**src/rtl/pipeline_ctrl_pkg.sv**
```systemverilog
// pipeline_ctrl_pkg: shared forwarding codes, sequencer state encoding and a saturating-increment helper
package pipeline_ctrl_pkg;
  localparam logic [1:0] FWD_RF     = 2'd0;
  localparam logic [1:0] FWD_EXE    = 2'd1;
  localparam logic [1:0] FWD_MEM    = 2'd2;
  localparam logic [1:0] FWD_MEMDIN = 2'd3;
  typedef enum logic [1:0] {
    S_INIT  = 2'd0,
    S_RUN   = 2'd1,
    S_MWAIT = 2'd2,
    S_HALT  = 2'd3
  } state_e;
  function automatic logic [31:0] sat_inc32(input logic [31:0] v, input logic inc);
    return (inc && v != '1) ? v + 32'd1 : v;
  endfunction
endpackage

```
**src/rtl/pipeline_ctrl_fwd_unit.sv**
```systemverilog
// fwd_unit: combinational forwarding select for one ID-stage source operand
// Ports: addr_i operand register; exe_*/mem_* destination, write-enable and load flag of the
//   EXE and MEM producers; sel_o = FWD_RF/FWD_EXE/FWD_MEM/FWD_MEMDIN.
import pipeline_ctrl_pkg::*;
module fwd_unit (
  input  logic [4:0] addr_i,
  input  logic [4:0] exe_addr_i,
  input  logic       exe_wen_i,
  input  logic       exe_load_i,
  input  logic [4:0] mem_addr_i,
  input  logic       mem_wen_i,
  input  logic       mem_load_i,
  output logic [1:0] sel_o
);
  // A load in EXE has no data yet; the load-use stall covers it, so fall through to MEM.
  assign sel_o = addr_i == 5'd0 ? FWD_RF :
                 (addr_i == exe_addr_i && exe_wen_i && !exe_load_i) ? FWD_EXE :
                 (addr_i == mem_addr_i && mem_wen_i) ? (mem_load_i ? FWD_MEMDIN : FWD_MEM) :
                 FWD_RF;
endmodule

```
**src/rtl/pipeline_ctrl.sv**
```systemverilog
// pipeline_ctrl: 5-stage MIPS pipeline sequencer (stage clears/enables, forwarding, stalls, flushes)
// Ports: clk, rst (async, active-high); addr_rs/addr_rt + id_rs_used/id_rt_used from ID;
//   regw_addr_*/wb_wen_*/wb_data_src_* for the EXE and MEM producers; is_branch_exe/is_branch_mem;
//   mem_req/mem_ack from MEM. Outputs: if/id/exe/mem/wb _rst and _en, data_rs_ctrl/data_rt_ctrl,
//   ctrl_error (memory timeout, halted), stall_cnt/flush_cnt.
// Build option: define PIPE_PERF_CNT_EN to enable the saturating stall/flush counters; otherwise tied 0.
import pipeline_ctrl_pkg::*;
module pipeline_ctrl #(
  parameter int RST_HOLD    = 4,
  parameter int MEM_TIMEOUT = 255
) (
  input  logic        clk,
  input  logic        rst,
  input  logic [4:0]  addr_rs,
  input  logic [4:0]  addr_rt,
  input  logic        id_rs_used,
  input  logic        id_rt_used,
  input  logic [4:0]  regw_addr_exe,
  input  logic        wb_wen_exe,
  input  logic        wb_data_src_exe,
  input  logic [4:0]  regw_addr_mem,
  input  logic        wb_wen_mem,
  input  logic        wb_data_src_mem,
  input  logic        is_branch_exe,
  input  logic        is_branch_mem,
  input  logic        mem_req,
  input  logic        mem_ack,
  output logic        if_rst,
  output logic        id_rst,
  output logic        exe_rst,
  output logic        mem_rst,
  output logic        wb_rst,
  output logic        if_en,
  output logic        id_en,
  output logic        exe_en,
  output logic        mem_en,
  output logic        wb_en,
  output logic [1:0]  data_rs_ctrl,
  output logic [1:0]  data_rt_ctrl,
  output logic        ctrl_error,
  output logic [31:0] stall_cnt,
  output logic [31:0] flush_cnt
);
  state_e     state_q, state_d;
  logic [3:0] hold_q, hold_d;
  logic [7:0] wait_q, wait_d;
  logic       load_use, mem_stall, br_any;
  logic [1:0] rs_sel, rt_sel;
  assign load_use = wb_wen_exe && wb_data_src_exe && regw_addr_exe != 5'd0 &&
                    ((id_rs_used && addr_rs == regw_addr_exe) || (id_rt_used && addr_rt == regw_addr_exe));
  assign br_any = is_branch_mem | is_branch_exe;
  always_comb begin
    state_d = state_q;
    hold_d = hold_q;
    wait_d = wait_q;
    {if_rst, id_rst, exe_rst, mem_rst, wb_rst} = '0;
    {if_en, id_en, exe_en, mem_en, wb_en} = '0;
    mem_stall = 1'b0;
    case (state_q)
      S_INIT: begin
        {if_rst, id_rst, exe_rst, mem_rst, wb_rst} = '1;
        hold_d = hold_q + 4'd1;
        if (hold_q == 4'(RST_HOLD - 1)) state_d = S_RUN;
      end
      S_RUN, S_MWAIT: begin
        // The stall takes effect in the very cycle the unacknowledged request appears.
        mem_stall = !mem_ack && (mem_req || state_q == S_MWAIT);
        if (mem_stall) begin
          wb_rst = 1'b1;
          if (state_q == S_MWAIT && wait_q == 8'(MEM_TIMEOUT)) state_d = S_HALT;
          else begin
            state_d = S_MWAIT;
            wait_d = state_q == S_RUN ? 8'd1 : wait_q + 8'd1;
          end
        end else begin
          state_d = S_RUN;
          wait_d = '0;
          {exe_en, mem_en, wb_en} = '1;
          // branch_mem loads the target PC; branch_exe and load-use hold it.
          if_en = is_branch_mem || !(is_branch_exe || load_use);
          id_en = br_any || !load_use;
          id_rst = br_any;
          exe_rst = br_any || load_use;
        end
      end
      default: ;
    endcase
  end
  always_ff @(posedge clk or posedge rst)
    if (rst) begin
      state_q <= S_INIT;
      hold_q <= '0;
      wait_q <= '0;
    end else begin
      state_q <= state_d;
      hold_q <= hold_d;
      wait_q <= wait_d;
    end
  fwd_unit u_fwd_rs (
    .addr_i(addr_rs), .exe_addr_i(regw_addr_exe), .exe_wen_i(wb_wen_exe), .exe_load_i(wb_data_src_exe),
    .mem_addr_i(regw_addr_mem), .mem_wen_i(wb_wen_mem), .mem_load_i(wb_data_src_mem), .sel_o(rs_sel)
  );
  fwd_unit u_fwd_rt (
    .addr_i(addr_rt), .exe_addr_i(regw_addr_exe), .exe_wen_i(wb_wen_exe), .exe_load_i(wb_data_src_exe),
    .mem_addr_i(regw_addr_mem), .mem_wen_i(wb_wen_mem), .mem_load_i(wb_data_src_mem), .sel_o(rt_sel)
  );
  assign data_rs_ctrl = state_q == S_INIT ? FWD_RF : rs_sel;
  assign data_rt_ctrl = state_q == S_INIT ? FWD_RF : rt_sel;
  assign ctrl_error = state_q == S_HALT;
`ifdef PIPE_PERF_CNT_EN
  logic        active;
  logic [31:0] stall_q, flush_q;
  // While sequencing, id_en low means load-use or memory stall; id_rst high means a branch flush.
  assign active = state_q == S_RUN || state_q == S_MWAIT;
  always_ff @(posedge clk or posedge rst)
    if (rst) begin
      stall_q <= '0;
      flush_q <= '0;
    end else begin
      stall_q <= sat_inc32(stall_q, active && !id_en);
      flush_q <= sat_inc32(flush_q, active && id_rst);
    end
  assign stall_cnt = stall_q;
  assign flush_cnt = flush_q;
`else
  assign stall_cnt = '0;
  assign flush_cnt = '0;
`endif
endmodule
```
**config.mk**
```make
export PLATFORM = sky130hd
export DESIGN_NAME = pipeline_ctrl
export DESIGN_NICKNAME = d
export VERILOG_FILES = /design/src/rtl/pipeline_ctrl_pkg.sv /design/src/rtl/pipeline_ctrl_fwd_unit.sv /design/src/rtl/pipeline_ctrl.sv
export SDC_FILE = /design/constraint.sdc
export NUM_CORES = 1
export LEC_CHECK = 0
export BUFFER_PORTS_ARGS = -buffer_cell sky130_fd_sc_hd__clkbuf_2
export CORE_ASPECT_RATIO = 0.9
export CORE_MARGIN = 2
export CORE_UTILIZATION = 39
export DETAILED_ROUTE_END_ITERATION = 7
export GPL_TIMING_DRIVEN = 1
export PLACE_DENSITY = 0.75
export SLEW_MARGIN = 20
export SYNTH_ARGS = -nofsm -noshare
export SYNTH_HDL_FRONTEND = slang
export SYNTH_SLANG_ARGS = --single-unit
```
**constraint.sdc**
```tcl
create_clock -name clk -period 1.85 [get_ports clk]
set_clock_uncertainty 0.2 [all_clocks]
set_input_delay 0.0925 -clock clk [delete_from_list [all_inputs] [get_ports clk]]
set_output_delay 0.0925 -clock clk [all_outputs]
set_load 0.005 [all_outputs]
```
; Word level (Yosys, flattened, before mapping)
; Index checks and enable logic that the tools add are counted.
[word_totals]
in_bits = 32
register_bits = 14
word_cells = 77
output_inout_bits = 79
[op_classes]
add_sub_neg = 2
reduce_logical = 31
n_eq_ne = 11
n_mux = 29
n_bitwise = 1
[ops]
columns = op, n
row1 = $mux 8, 3
row2 = $eq 5x5->1, 4
row3 = $mux 2, 10
row4 = $logic_and 1x1->1, 13
row5 = $mux 1, 12
row6 = $logic_not 5->1, 2
row7 = $add 8x1->8 const B, 1
row8 = $eq 8x8->1 const B, 1
row9 = $logic_or 1x1->1, 6
row10 = $pmux 1 s2, 3
row11 = $reduce_bool 5->1, 1
row12 = $add 4x1->4 const B, 1
row13 = $eq 2x2->1 const B, 2
row14 = $eq 4x2->1 const B, 1
row15 = $logic_not 1->1, 4
row16 = $ne 2x2->1 const B, 2
row17 = $pmux 2 s2, 1
row18 = $reduce_and 2->1, 2
row19 = $eq 2x1->1 const B, 1
row20 = $logic_not 2->1, 1
row21 = $reduce_bool 2->1, 1
row22 = $reduce_or 2->1, 1
row23 = $or 1x1->1, 1

; Depth between registers and ports, before layout
[logic_depth]
ltp_word = 9
depth_mapped = 7
ltp_nobuf = 6

; By module
; Synthesis repeated with hierarchy kept, for this count alone.
[unflattened]
cells_unflattened = 229
hier_area_um2 = 1870.5
[by_module_without_submodules]
columns = mod, cells_per_inst, area_per_inst_um2, seq_area_each_um2, instances
row1 = pipeline_ctrl, 181, 1535.2, 350.3, 1
row2 = fwd_unit, 24, 167.7, 0.0, 2

; Worst setup path before layout
; Ideal clock, no wire load.
[synth_timing]
path_kind = register to register
startpoint = reg state_q[0]
endpoint = reg wait_q[7]
stages_incl_launch_ff = 8
t_arrival_ps = 1605
t_required_ps = 1583
setup_ps = 67
period_less_slack_ps = 1872
setup_slack_ps = -22
path_cell_list = dfrtp_1 -> inv_1 -> ha_1 -> inv_1 -> or2_0 -> buf_2 -> nor3_4 -> a221o_1
[synth_via]
elab_chain_cells = 5
word_cells_on_any_way = 11
cone_classes = eq/ne: 3 / mux: 3 / reduce/logical: 5
[synth_lines]
columns = item, line
row1 = from (decl), pipeline_ctrl.sv:44  ; state_e state_q, state_d;
row2 = from (signal assigned), pipeline_ctrl.sv:95  ; state_q <= state_d;
row3 = $eq 2x2->1, "pipeline_ctrl.sv:59, pipeline_ctrl.sv:67, pipeline_ctrl.sv:70"
row4 = $logic_or 1x1->1, pipeline_ctrl.sv:67  ; mem_stall = !mem_ack && (mem_req || state_q == S_MWAIT);
row5 = $logic_and 1x1->1, pipeline_ctrl.sv:67
row6 = $ne 2x2->1 (no line), n/a
row7 = $reduce_and 2->1 (no line), n/a
row8 = to (signal assigned), pipeline_ctrl.sv:97  ; wait_q <= wait_d;
row9 = to (decl), pipeline_ctrl.sv:46  ; logic [7:0] wait_q, wait_d;
; Parallel ways exist; a longest one is shown, timed or not. The select of a mux whose other input is x is not followed.
; A chain may end at the register's enable or synchronous reset.

; Final worst setup path
[layout_timing]
startpoint = reg state_q[1]
endpoint = reg wait_q[2]
; The elaborated chain is that of the path after synthesis.

==> flow_metrics.tcl <==
set metrics [dict create \
    outcome "finished, violations left" \
    failed_checks "negative setup slack" \
    clockRootBuffer "clkbuf_8" \
    netlist_area_um2 1750 \
    seq_area_frac_synth_pct 20.0 \
    core_region_area_um2 4370 \
    io_buffers 46 \
    final-hold-violation-count 0 \
    maxSlewHeadroom_pct 62.6 \
    critPathMaxFanout 6 \
    worstSetupStartpointType "register" \
    min_period_over_period_pct 105 \
    synth_edf_count 0 \
    grt_first_pass_wirelength_um 5360 \
    fmax_ghz 0.514 \
    dieArea_um2 5040 \
    cts.clk_slew.worst_paths_ns 0.06 \
    ant_nets 0 \
    setup_tns_ns -0.554 \
    synth.top_cell.area_share_pct 28.8 \
    critPathRequiredTime_ns 1.83 \
    r2r_cells 8 \
    ys_ff_latch 14 \
    gp_congestion 0.948 \
    tritoncts "yes" \
    overflow 0 \
    worstSetupEndpointType "register" \
    cts_buffer_depth 2 \
    cap_violations 0 \
    num-fill-cells 435 \
    drive_above_1_share_pct 35.6 \
    antenna_found_initial 0 \
    min_period_ns 1.95 \
    cts_made_buffers 3 \
    drtPass1Iterations 4 \
    crit_start "state_q[1]" \
    cts.sinks 14 \
    crit_path_end "wait_q[2]" \
    synth.area.top_cells "buf_4 (29%), dfrtp_1 (20%), xnor2_1 (8.0%)" \
    wl_per_cell_um 10.8 \
    ios 111 \
    drc 0 \
    grt_pass1_vias 1214 \
    rrSetupSlack_ns -0.1 \
    syn-instance-count 203 \
    worstSetupPathType "reg2reg" \
    finalPower_mw 2.05 \
    rows 23 \
    dominantRegCellSynth "dfrtp_1" \
    irDropWorstVdd_mv 0.524 \
    syn_to_final_growth_pct 17.8 \
    leakagePower_nw 1.05 \
    worst_slew_pin_slew_ns 0.560 \
    fin_ws_ns -0.0954 \
    synth_common_cells "buf_4 (67), xnor2_1 (16), dfrtp_1 (14)" \
    final_nets 304 \
    worstHoldPathType "in2reg" \
    rsz0062_at_grt "true" \
    die_y_um 67.5 \
    timing.rr.start "state_q[1]" \
    drt_iter0_drc 70 \
    dpl.hpwl_um 2950 \
    die_w_um 74.6 \
    avgSynthCellArea_um2 8.62 \
    viasPerCell 4.35 \
    clk_latency_ns 0.24 \
    setup_viol_count_final 10 \
    r2r-end "wait_q[2]" \
    synth_most_common_cell "buf_4" \
    holdWs_ns 0.151 \
    htree_levels 1 \
    grt_max_degree 15 \
    dpl_worst_slack_ns -0.114 \
    n_antenna_cell 0 \
    ys_warn_count 0 \
    drt-total-wl_um 3530 \
    ys_async_sr_fraction_pct 100 \
    maxSlewViolCount 0 \
    ys_types 42 \
    cp.arrival_ns 1.93 \
    start_util_pct 40.0 \
    power.density_nw_per_um2 995 \
    grt_use_total_pct 13.8 \
    vias 1419 \
    synth_top_area_cell "buf_4" \
]
==> area by class of cell <==
cell class,count,area (um2),area share (%)
Tap cell,62,77.6,3.76
Inverter,7,26.3,1.28
Multi-Input combinational cell,176,1180,57.4
Sequential cell,14,350,17.0
Timing Repair Buffer,63,368,17.9
Clock buffer,4,55.1,2.67
==> worst max-delay path: stages, from the launching register on <==
cell	delay, ns
dfrtp_1	0.42
inv_2	0.08
ha_4	0.27
inv_2	0.02
or2_4	0.22
buf_6	0.14
buf_4	0.14
nor4_1	0.24
a221o_1	0.15
==> layout by cell type (no fill, tap or decap), types with 2 or more instances in the layout <==
cell type  Yosys  final
nor2b_1        4      4
inv_1          7      4
a22o_1         3      3
a32o_1         2      2
clkbuf_8       0      4
clkbuf_2       0     43
nor2_1         5      5
a21oi_2        0      5
xor2_1         9      9
nand2_1        9      8
nand3_1        8      7
nand3_2        1      2
buf_4         67     14
buf_6          0      2
nor3_2         0      2
conb_1         1     64
nor4_1         5      5
a221o_1        4      4
ha_1           7      5
a21oi_1        7      2
nor3_4         2      2
nor3_1         6      4
dfrtp_1       14     14
o21ai_0        2      2
inv_2          0      3
buf_2          1      3
a21boi_2       0      2
xnor2_1       16     16
and4_1         2      2
ha_4           0      2
==> where the power goes <==
group | internal, mW | switching [mW]
registers | 0.384 | 0.0665
clock network | 0.188 | 0.104
logic | 0.637 | 0.669
==> metrics by stage <==
| step | area (um2) | cells | utilization (%) |
|---|---|---|---|
| after floorplan | 2000 | 266 | - |
| after global placement | 1880 | 317 | 43.1 |
| after detailed placement | 1880 | 317 | 43.1 |
| after CTS | 2020 | 325 | 46.1 |
| after global routing | 2060 | 326 | 47.1 |
| final | 2060 | 326 | 47.1 |
==> repair_timing <==
action	CTS	global route
buffers inserted	3	1
hold endpoints to repair	14	0
hold buffers	1	0
pin swaps	13	7
setup endpoints to repair	18	21
resized for setup	16	12
==> cells by family after synthesis <==
| logic type | Yosys count | share of synthesized area [%] |
|---|---|---|
| buf+inv | 76 | 30.8 |
| simple gates | 52 | 17.7 |
| compound gates | 27 | 13.2 |
| xor+xnor | 25 | 12.5 |
| flops | 14 | 20.0 |
| fa+ha+maj | 7 | 5.01 |
| other cells | 1 | 0.214 |
| mux | 1 | 0.644 |
==> state kept, by name, summed over array words and instances (netlist names) <==
signal and flops:
state_q 2, hold_q 4, wait_q 8
==> worst min path at each step <==
stage / start / end / depth (start not counted)
3_3_place_gp: rst / hold_q[1] / 2
3_5_place_dp: rst / hold_q[1] / 2
6_report: mem_ack / wait_q[0] / 5
5_1_grt: mem_ack / wait_q[0] / 5
4_1_cts: mem_ack / wait_q[0] / 5
2_1_floorplan: rst / hold_q[0] / 1
==> per-layer routing <==
layer,wire length (um),up-vias,global-route usage (%)
li1,-,690,-
met1,1460,675,17.1
met2,1820,54,23.8
met3,246,0,3.73
met4,0,0,3.57
met5,0,-,0
Power figures use the tool's default switching activity.
